**src/rtl/flappy_pkg.sv**
```systemverilog
// Shared types for the flappy-bird game core: state encoding, button bundle
// and the heart-rate to scroll-step mapping.
package flappy_pkg;

  typedef enum logic [2:0] {
    LOST   = 3'd0,
    READY  = 3'd1,
    PLAY   = 3'd2,
    IDLE   = 3'd3,
    PAUSED = 3'd4
  } game_state_e;

  typedef struct packed {
    logic restart;
    logic pause;
    logic jump;
  } btn_t;

  // Faster heart rate scrolls the pipes faster; rate 0 freezes them.
  function automatic logic [2:0] rate_step(input logic [1:0] rate);
    case (rate)
      2'd0:    return 3'd0;
      2'd1:    return 3'd1;
      2'd2:    return 3'd2;
      default: return 3'd4;
    endcase
  endfunction

endpackage

```
**src/rtl/pipe_slot.sv**
```systemverilog
// One scrolling pipe: holds x and gap top, steps left on each tick and
// respawns off the right edge; reports its respawn and bird-overlap terms.
module pipe_slot
  import flappy_pkg::*;
#(
  parameter int XW          = 10,
  parameter int YW          = 9,
  parameter int INIT_X      = 640,
  parameter int RESPAWN_ADD = 690,
  parameter int PIPE_W      = 50,
  parameter int BIRD_X      = 244,
  parameter int BIRD_W      = 20,
  parameter int BIRD_H      = 27,
  parameter int GAP_H       = 140,
  parameter int GAP_MIN     = 40,
  parameter int GAP_MAX     = 300,
  parameter int GAP_INIT    = 100
) (
  input  logic          clk_i,
  input  logic          clr_i,
  input  logic          load_i,
  input  logic          tick_i,
  input  logic [2:0]    step_i,
  input  logic [YW-1:0] rand_gap_i,
  input  logic [YW-1:0] bird_y_i,
  output logic [XW-1:0] x_o,
  output logic [YW-1:0] gap_o,
  output logic          respawn_o,
  output logic          coll_o
);

  logic [XW-1:0] x_q, x_d;
  logic [YW-1:0] gap_q, gap_d;
  logic [XW:0]   x_w, step_w;
  logic [YW:0]   y_w, gap_w, rnd_w;
  logic          respawn, h_ovl, v_out;

  assign x_w     = {1'b0, x_q};
  assign step_w  = (XW+1)'(step_i);
  assign y_w     = {1'b0, bird_y_i};
  assign gap_w   = {1'b0, gap_q};
  assign rnd_w   = {1'b0, rand_gap_i};
  assign respawn = tick_i && (x_w < step_w);

  always_comb begin
    x_d   = x_q;
    gap_d = gap_q;
    if (load_i) begin
      x_d   = XW'(INIT_X);
      gap_d = YW'(GAP_INIT);
    end else if (tick_i) begin
      if (!respawn) begin
        x_d = XW'(x_w - step_w);
      end else begin
        // Wrap by a whole pipe train so the pitch between pipes is kept.
        x_d = XW'(x_w + (XW+1)'(RESPAWN_ADD) - step_w);
        if (rnd_w < (YW+1)'(GAP_MIN))      gap_d = YW'(GAP_MIN);
        else if (rnd_w > (YW+1)'(GAP_MAX)) gap_d = YW'(GAP_MAX);
        else                               gap_d = rand_gap_i;
      end
    end
  end

  always_ff @(posedge clk_i) begin
    if (!clr_i) begin
      x_q   <= XW'(INIT_X);
      gap_q <= YW'(GAP_INIT);
    end else begin
      x_q   <= x_d;
      gap_q <= gap_d;
    end
  end

  assign h_ovl = (x_w < (XW+1)'(BIRD_X + BIRD_W)) &&
                 (x_w + (XW+1)'(PIPE_W) > (XW+1)'(BIRD_X));
  assign v_out = (y_w < gap_w) ||
                 (y_w + (YW+1)'(BIRD_H) > gap_w + (YW+1)'(GAP_H));

  assign x_o       = x_q;
  assign gap_o     = gap_q;
  assign respawn_o = respawn;
  assign coll_o    = h_ovl && v_out;

endmodule

```
**src/rtl/pipe_game_ctrl.sv**
```systemverilog
// Flappy-bird game core: state machine, scroll prescaler, pipe scroller,
// collision detection and saturating score / high score.
module pipe_game_ctrl
  import flappy_pkg::*;
#(
  parameter int NUM_PIPES    = 2,
  parameter int XW           = 10,
  parameter int YW           = 9,
  parameter int SCORE_W      = 8,
  parameter int SCREEN_H     = 480,
  parameter int BIRD_X       = 244,
  parameter int BIRD_W       = 20,
  parameter int BIRD_H       = 27,
  parameter int PIPE_W       = 50,
  parameter int PIPE_SPACING = 345,
  parameter int START_X      = 640,
  parameter int GAP_H        = 140,
  parameter int GAP_MIN      = 40,
  parameter int GAP_MAX      = 300,
  parameter int GAP_INIT     = 100,
  parameter int TICK_DIV     = 131072
) (
  input  logic                    clk_i,
  input  logic                    clr_i,
  input  logic                    jump_btn_i,
  input  logic                    pause_btn_i,
  input  logic                    restart_btn_i,
  input  logic [1:0]              rate_i,
  input  logic [YW-1:0]           bird_y_i,
  input  logic [YW-1:0]           rand_gap_i,
  output game_state_e             state_o,
  output logic                    bird_run_o,
  output logic [NUM_PIPES*XW-1:0] pipe_x_o,
  output logic [NUM_PIPES*YW-1:0] pipe_gap_o,
  output logic [SCORE_W-1:0]      score_o,
  output logic [SCORE_W-1:0]      high_score_o,
  output logic                    hit_o
);

  localparam int PW = (TICK_DIV > 1) ? $clog2(TICK_DIV) : 1;
  localparam int CW = $clog2(NUM_PIPES + 1);
  localparam logic [PW-1:0]      PRESC_LAST = PW'(TICK_DIV - 1);
  localparam logic [SCORE_W-1:0] SCORE_MAX  = '1;

  game_state_e state_q, state_d;
  btn_t        btn_q, btn_d1_q, btn_edge;
  logic [PW-1:0]      presc_q, presc_d;
  logic [SCORE_W-1:0] score_q, score_d, high_q, high_d;
  logic [SCORE_W:0]   score_sum;
  logic [CW-1:0]      n_respawn;
  logic bird_run_q, bird_run_d, hit_q, hit_d;
  logic load, tick_raw, tick_apply, wall_hit, coll;
  logic [2:0] step;

  logic [NUM_PIPES-1:0][XW-1:0] pipe_x;
  logic [NUM_PIPES-1:0][YW-1:0] pipe_gap;
  logic [NUM_PIPES-1:0]         slot_resp, slot_coll;

  assign btn_edge = btn_t'(btn_q & ~btn_d1_q);
  assign step     = rate_step(rate_i);

  assign wall_hit = (bird_y_i == '0) ||
                    ({1'b0, bird_y_i} > (YW+1)'(SCREEN_H - BIRD_H));
  assign coll     = (state_q == PLAY) && (wall_hit || (|slot_coll));

  // Collision beats pause beats tick; a dropped tick still resets the prescaler.
  assign tick_raw   = (state_q == PLAY) && (presc_q == PRESC_LAST);
  assign tick_apply = tick_raw && !coll && !btn_edge.pause;

  for (genvar i = 0; i < NUM_PIPES; i++) begin : g_slot
    pipe_slot #(
      .XW(XW), .YW(YW),
      .INIT_X(START_X + i * PIPE_SPACING),
      .RESPAWN_ADD(NUM_PIPES * PIPE_SPACING),
      .PIPE_W(PIPE_W), .BIRD_X(BIRD_X), .BIRD_W(BIRD_W), .BIRD_H(BIRD_H),
      .GAP_H(GAP_H), .GAP_MIN(GAP_MIN), .GAP_MAX(GAP_MAX), .GAP_INIT(GAP_INIT)
    ) u_slot (
      .clk_i,
      .clr_i,
      .load_i    (load),
      .tick_i    (tick_apply),
      .step_i    (step),
      .rand_gap_i,
      .bird_y_i,
      .x_o       (pipe_x[i]),
      .gap_o     (pipe_gap[i]),
      .respawn_o (slot_resp[i]),
      .coll_o    (slot_coll[i])
    );
  end

  always_ff @(posedge clk_i) begin
    if (!clr_i) state_q <= IDLE;
    else        state_q <= state_d;
  end

  always_comb begin
    state_d = state_q;
    case (state_q)
      IDLE:    if (btn_edge.jump)    state_d = READY;
      READY:   if (btn_edge.jump)    state_d = PLAY;
      PLAY: begin
        if (coll)                    state_d = LOST;
        else if (btn_edge.pause)     state_d = PAUSED;
      end
      PAUSED:  if (btn_edge.pause)   state_d = PLAY;
      LOST:    if (btn_edge.restart) state_d = READY;
      default:                       state_d = IDLE;
    endcase
  end

  assign load = (state_d == READY) && (state_q != READY);

  always_comb begin
    hit_d      = coll;
    bird_run_d = (state_d == PLAY);
    presc_d    = presc_q;
    if (load)                   presc_d = '0;
    else if (state_q == PLAY)   presc_d = tick_raw ? '0 : presc_q + 1'b1;
    high_d = high_q;
    if (hit_d && (score_q > high_q)) high_d = score_q;
  end

  always_comb begin
    n_respawn = '0;
    for (int i = 0; i < NUM_PIPES; i++) n_respawn = n_respawn + CW'(slot_resp[i]);
    score_sum = {1'b0, score_q} + (SCORE_W+1)'(n_respawn);
    score_d   = score_q;
    if (load)            score_d = '0;
    else if (tick_apply) score_d = (score_sum > {1'b0, SCORE_MAX}) ? SCORE_MAX
                                                                 : score_sum[SCORE_W-1:0];
  end

  always_ff @(posedge clk_i) begin
    if (!clr_i) begin
      btn_q      <= '0;
      btn_d1_q   <= '0;
      presc_q    <= '0;
      score_q    <= '0;
      high_q     <= '0;
      bird_run_q <= 1'b0;
      hit_q      <= 1'b0;
    end else begin
      btn_q      <= '{restart: restart_btn_i, pause: pause_btn_i, jump: jump_btn_i};
      btn_d1_q   <= btn_q;
      presc_q    <= presc_d;
      score_q    <= score_d;
      high_q     <= high_d;
      bird_run_q <= bird_run_d;
      hit_q      <= hit_d;
    end
  end

  assign state_o      = state_q;
  assign bird_run_o   = bird_run_q;
  assign pipe_x_o     = pipe_x;
  assign pipe_gap_o   = pipe_gap;
  assign score_o      = score_q;
  assign high_score_o = high_q;
  assign hit_o        = hit_q;

endmodule
```
**config.mk**
```make
export PLATFORM = sky130hd
export DESIGN_NAME = pipe_game_ctrl
export DESIGN_NICKNAME = d
export VERILOG_FILES = /design/src/rtl/flappy_pkg.sv /design/src/rtl/pipe_slot.sv /design/src/rtl/pipe_game_ctrl.sv
export SDC_FILE = /design/constraint.sdc
export NUM_CORES = 1
export LEC_CHECK = 0
export CORE_MARGIN = 10
export CORE_UTILIZATION = 55
export CTS_BUF_LIST = sky130_fd_sc_hd__clkbuf_4 sky130_fd_sc_hd__clkbuf_8
export DETAILED_ROUTE_END_ITERATION = 16
export GPL_ROUTABILITY_DRIVEN = 0
export PLACE_DENSITY = 0.84
export SLEW_MARGIN = 20
export SYNTH_ARGS = -nofsm -noshare
export SYNTH_HDL_FRONTEND = slang
export SYNTH_HIERARCHICAL = 1
export SYNTH_SLANG_ARGS = --single-unit
```
**constraint.sdc**
```tcl
create_clock -name clk_i -period 9.36 [get_ports clk_i]
set_input_delay 2.34 -clock clk_i [delete_from_list [all_inputs] [get_ports clk_i]]
set_output_delay 2.34 -clock clk_i [all_outputs]
set_load 0.03 [all_outputs]
```
==> out/results.md <==
| Metric | This run | Unit |
|:---|:---|:---|
| Horizontal die dimension | 131 | um |
| Core box area | 12000 | um^2 |
| Post-cts sizing count | 0 | - |
| CTS buffer count | 9 | - |
| Final worst slack | 1.58 | ns |
| Total via count after detailed routing | 6110 | - |
| Area growth, synth to finish | 17.2 | % |
| Unrepaired setup endpoints after global routing | false | - |
| Buffer levels on the longest clock path | 2 | - |
| Largest fanout on the critical path | 34 | - |
| Floorplan row count | 40 | - |
| Total congestion overflow after global routing | 0 | - |
| Final number of hold-violating endpoints | 0 | - |
| Cell area after synthesis | 6720 | um^2 |
| Slowest cell delay on critical path | 0.66 | ns |
| Share of post-route cells with drive strength above 1 | 0.0524 | - |
| Critical path startpoint category | input pin | - |
| Die Y | 131 | um |
| Sum of negative setup slack | 0 | ns |
| Total setup violations reported at the end of the flow | 0 | - |
| Peak Freq | 128 | MHz |
| Wire length per cell after detailed routing | 16.4 | um |
| Detail Route Antenna Nets | 0 | - |
| Post-synthesis async set-or-reset flop share | 0 | - |
| Fin area | 7880 | um^2 |
| Top-level I/O count | 84 | - |
| Total area of multi-input combinational cells | 4680 | um^2 |
| Number of hold-repair buffers added at the cts stage | 0 | - |
| Count of distinct cell types in the synthesized netlist | 79 | - |
| Maximum number of pins on one net before global-route repair | 35 | - |
| Synthesized netlist cell count | 814 | - |
| Register area | 1640 | um^2 |
| Worst Max-Slew Pin Slew | 1.07 | ns |
| Critical Setup Path Class | input pin to register | - |
| Final clock period utilization by the worst path | 0.832 | - |
| Most instantiated flip-flop cell in the synthesis netlist | dfxtp_1 | - |
| CP delay by family, top | simple AND/OR/NAND/NOR gates | - |
| Clock transition at the registers of the reported paths | 0.10 | ns |
| Clock Tree Root | clkbuf_8 | - |
| Critical Path RT | 9.63 | ns |
| Synthesis Warnings | 6 | - |
| Count of fill cells added during filler insertion | 955 | - |
| Path type of the worst min-delay path | register to register | - |
| Slew Viols, Final | 0 | - |
| Reported leakage power | 3.19 | nW |
| Synthesized net count | 939 | - |
| Via count of the first global-routing pass | 5777 | - |
| # Max-Cap Violations | 0 | - |
| Total routing usage reported by global routing | 0.198 | - |
| Most repeated library cell on the critical path | ha_1 | - |
| Flip-flop and latch count after synthesis | 82 | - |
| Crit. End Element | register | - |
| Number of flops mapped to enable cells by yosys | 0 | - |
| Half-perimeter wire length after placement | 13.0 | mm |
| Count of buffers from port buffering | 83 | - |
| Result of the run | finished clean | - |
| Max stage delay cell, worst path | or4b_2 | - |
| Maximum vdd ir drop | 0.0000761 | V |
| Highest-count cells in the layout ignoring fill and taps | ha_1 (95), clkdlybuf4s50_1 (83), dfxtp_1 (82) | - |
| Final setup skew | 0.0129 | ns |
| Initial DRC Count | 540 | - |
| Antenna cells | 0 | - |
| Post-detailed-routing wire length | 17.1 | mm |
| Post-layout minimum cycle time | 7.78 | ns |
| DRC violation count after routing | 0 | - |
| Most frequent standard cell in the layout excluding fill and tap cells | ha_1 | - |
| Number of detailed-routing iterations run before antenna repair | 5 | - |
| Buffers & Inverters on Critical Path | 4 | - |
| Total chip power | 0.000778 | W |
| Global-route wire length before repair | 27.8 | mm |
| Worst slew margin | 0.287 | - |
| Clock latency on the worst-skew pair | 0.37 | ns |
| Full die area | 17000 | um^2 |
| Power per cell area | 98.7 | nW/um^2 |
| Detail-routed via count per cell | 5.85 | - |
| Starting utilization of the core area | 0.562 | - |
| Post-CTS Repair Setup Buffers | 0 | - |
| Sequential cell area fraction in the yosys report | 0.244 | - |
| Net count, final | 1017 | - |
| Post-synthesis average cell area | 8.25 | um^2 |
| Worst Path Arrival | 8.06 | ns |
| Total placed instance area | 7670 | um^2 |
| TritonCTS clock tree | built | - |
| Minimum setup slack after placement | 1.24 | ns |
| Number of sinks on the clock net | 82 | - |
| H-tree levels | 3 | - |
| Initial antenna violation count | 0 | - |
cell type report:
type	instances	share of cell area
clock buffer	9	0.0157
inverter	83	0.0405
tap	147	0.0234
timing repair buffer	86	0.108
multi-input combinational	630	0.594
clock inverter	7	0.0100
sequential	82	0.208
synthesized netlist by cell type (13+ instances only):
master,count,share of area
a21oi_1,53,0.039
and2_1,13,0.012
and3_1,14,0.013
dfxtp_1,82,0.24
ha_1,95,0.18
inv_1,81,0.045
nand2_1,63,0.035
nand3_1,29,0.022
nor2_1,61,0.034
nor3_1,21,0.016
o21ai_0,38,0.028
xnor2_1,30,0.039
xor2_1,24,0.031
power by group:
part / switching (W) / total, W / leakage [nW] / internal, W
Clock: 0.000143 / 0.000271 / 0.105 / 0.000128
Combinational: 0.0000915 / 0.000148 / 2.42 / 0.0000566
Sequential: 0.00000529 / 0.000358 / 0.663 / 0.000353
Total: 0.000240 / 0.000778 / 3.19 / 0.000537
cells by family after synthesis:
logic type,synth area share
AND/OR/NAND/NOR,0.220
AO/OA/AOI/OAI,0.188
buffers and inverters,0.0602
adder cells (fa/ha/maj),0.192
flip-flops,0.244
XOR/XNOR,0.0704
multiplexers,0.0251
metrics by stage:
stage | utilization | instances | hold WS (ns)
after global routing | 0.658 | 1044 | 0.467
after CTS | 0.658 | 1043 | 0.456
after floorplan | - | 814 | 0.421
after global placement | 0.641 | 1027 | 0.432
after detailed placement | 0.641 | 1027 | 0.439
final | 0.658 | 1044 | 0.450
state kept, by name, indices dropped and copies added (netlist names):
name / cells
g_slot.u_slot/x_o: 20
g_slot.u_slot/gap_o: 18
presc_q: 17
high_score_o: 8
score_o: 8
btn_d1_q: 3
btn_q: 3
state_o: 3
bird_run_o: 1
hit_o: 1
final timing paths:
check | start | to | slack (ns) | cells past startpoint
worst max-delay path | bird_y_i[0] | score_o[3]$_SDFFE_PP0P_ | 1.58 | 26
worst min-delay path | btn_q[2]$_SDFF_PN0_ | btn_d1_q[2]$_SDFF_PN0_ | 0.45 | 1
worst max register to register | g_slot[1].u_slot/gap_o[2]$_SDFFE_PP1P_ | score_o[3]$_SDFFE_PP0P_ | 3.73 | 23
worst min register to register | btn_q[2]$_SDFF_PN0_ | btn_d1_q[2]$_SDFF_PN0_ | 0.45 | 1
routing by layer:
layer,global-route usage,vias up,part of all wire
met1,0.244,2883,0.45
met2,0.340,139,0.49
met3,0.0359,28,0.042
met4,0.0621,0,0.018
met5,0,-,0
li1,-,3060,-
(Power assumes the default switching activity.)
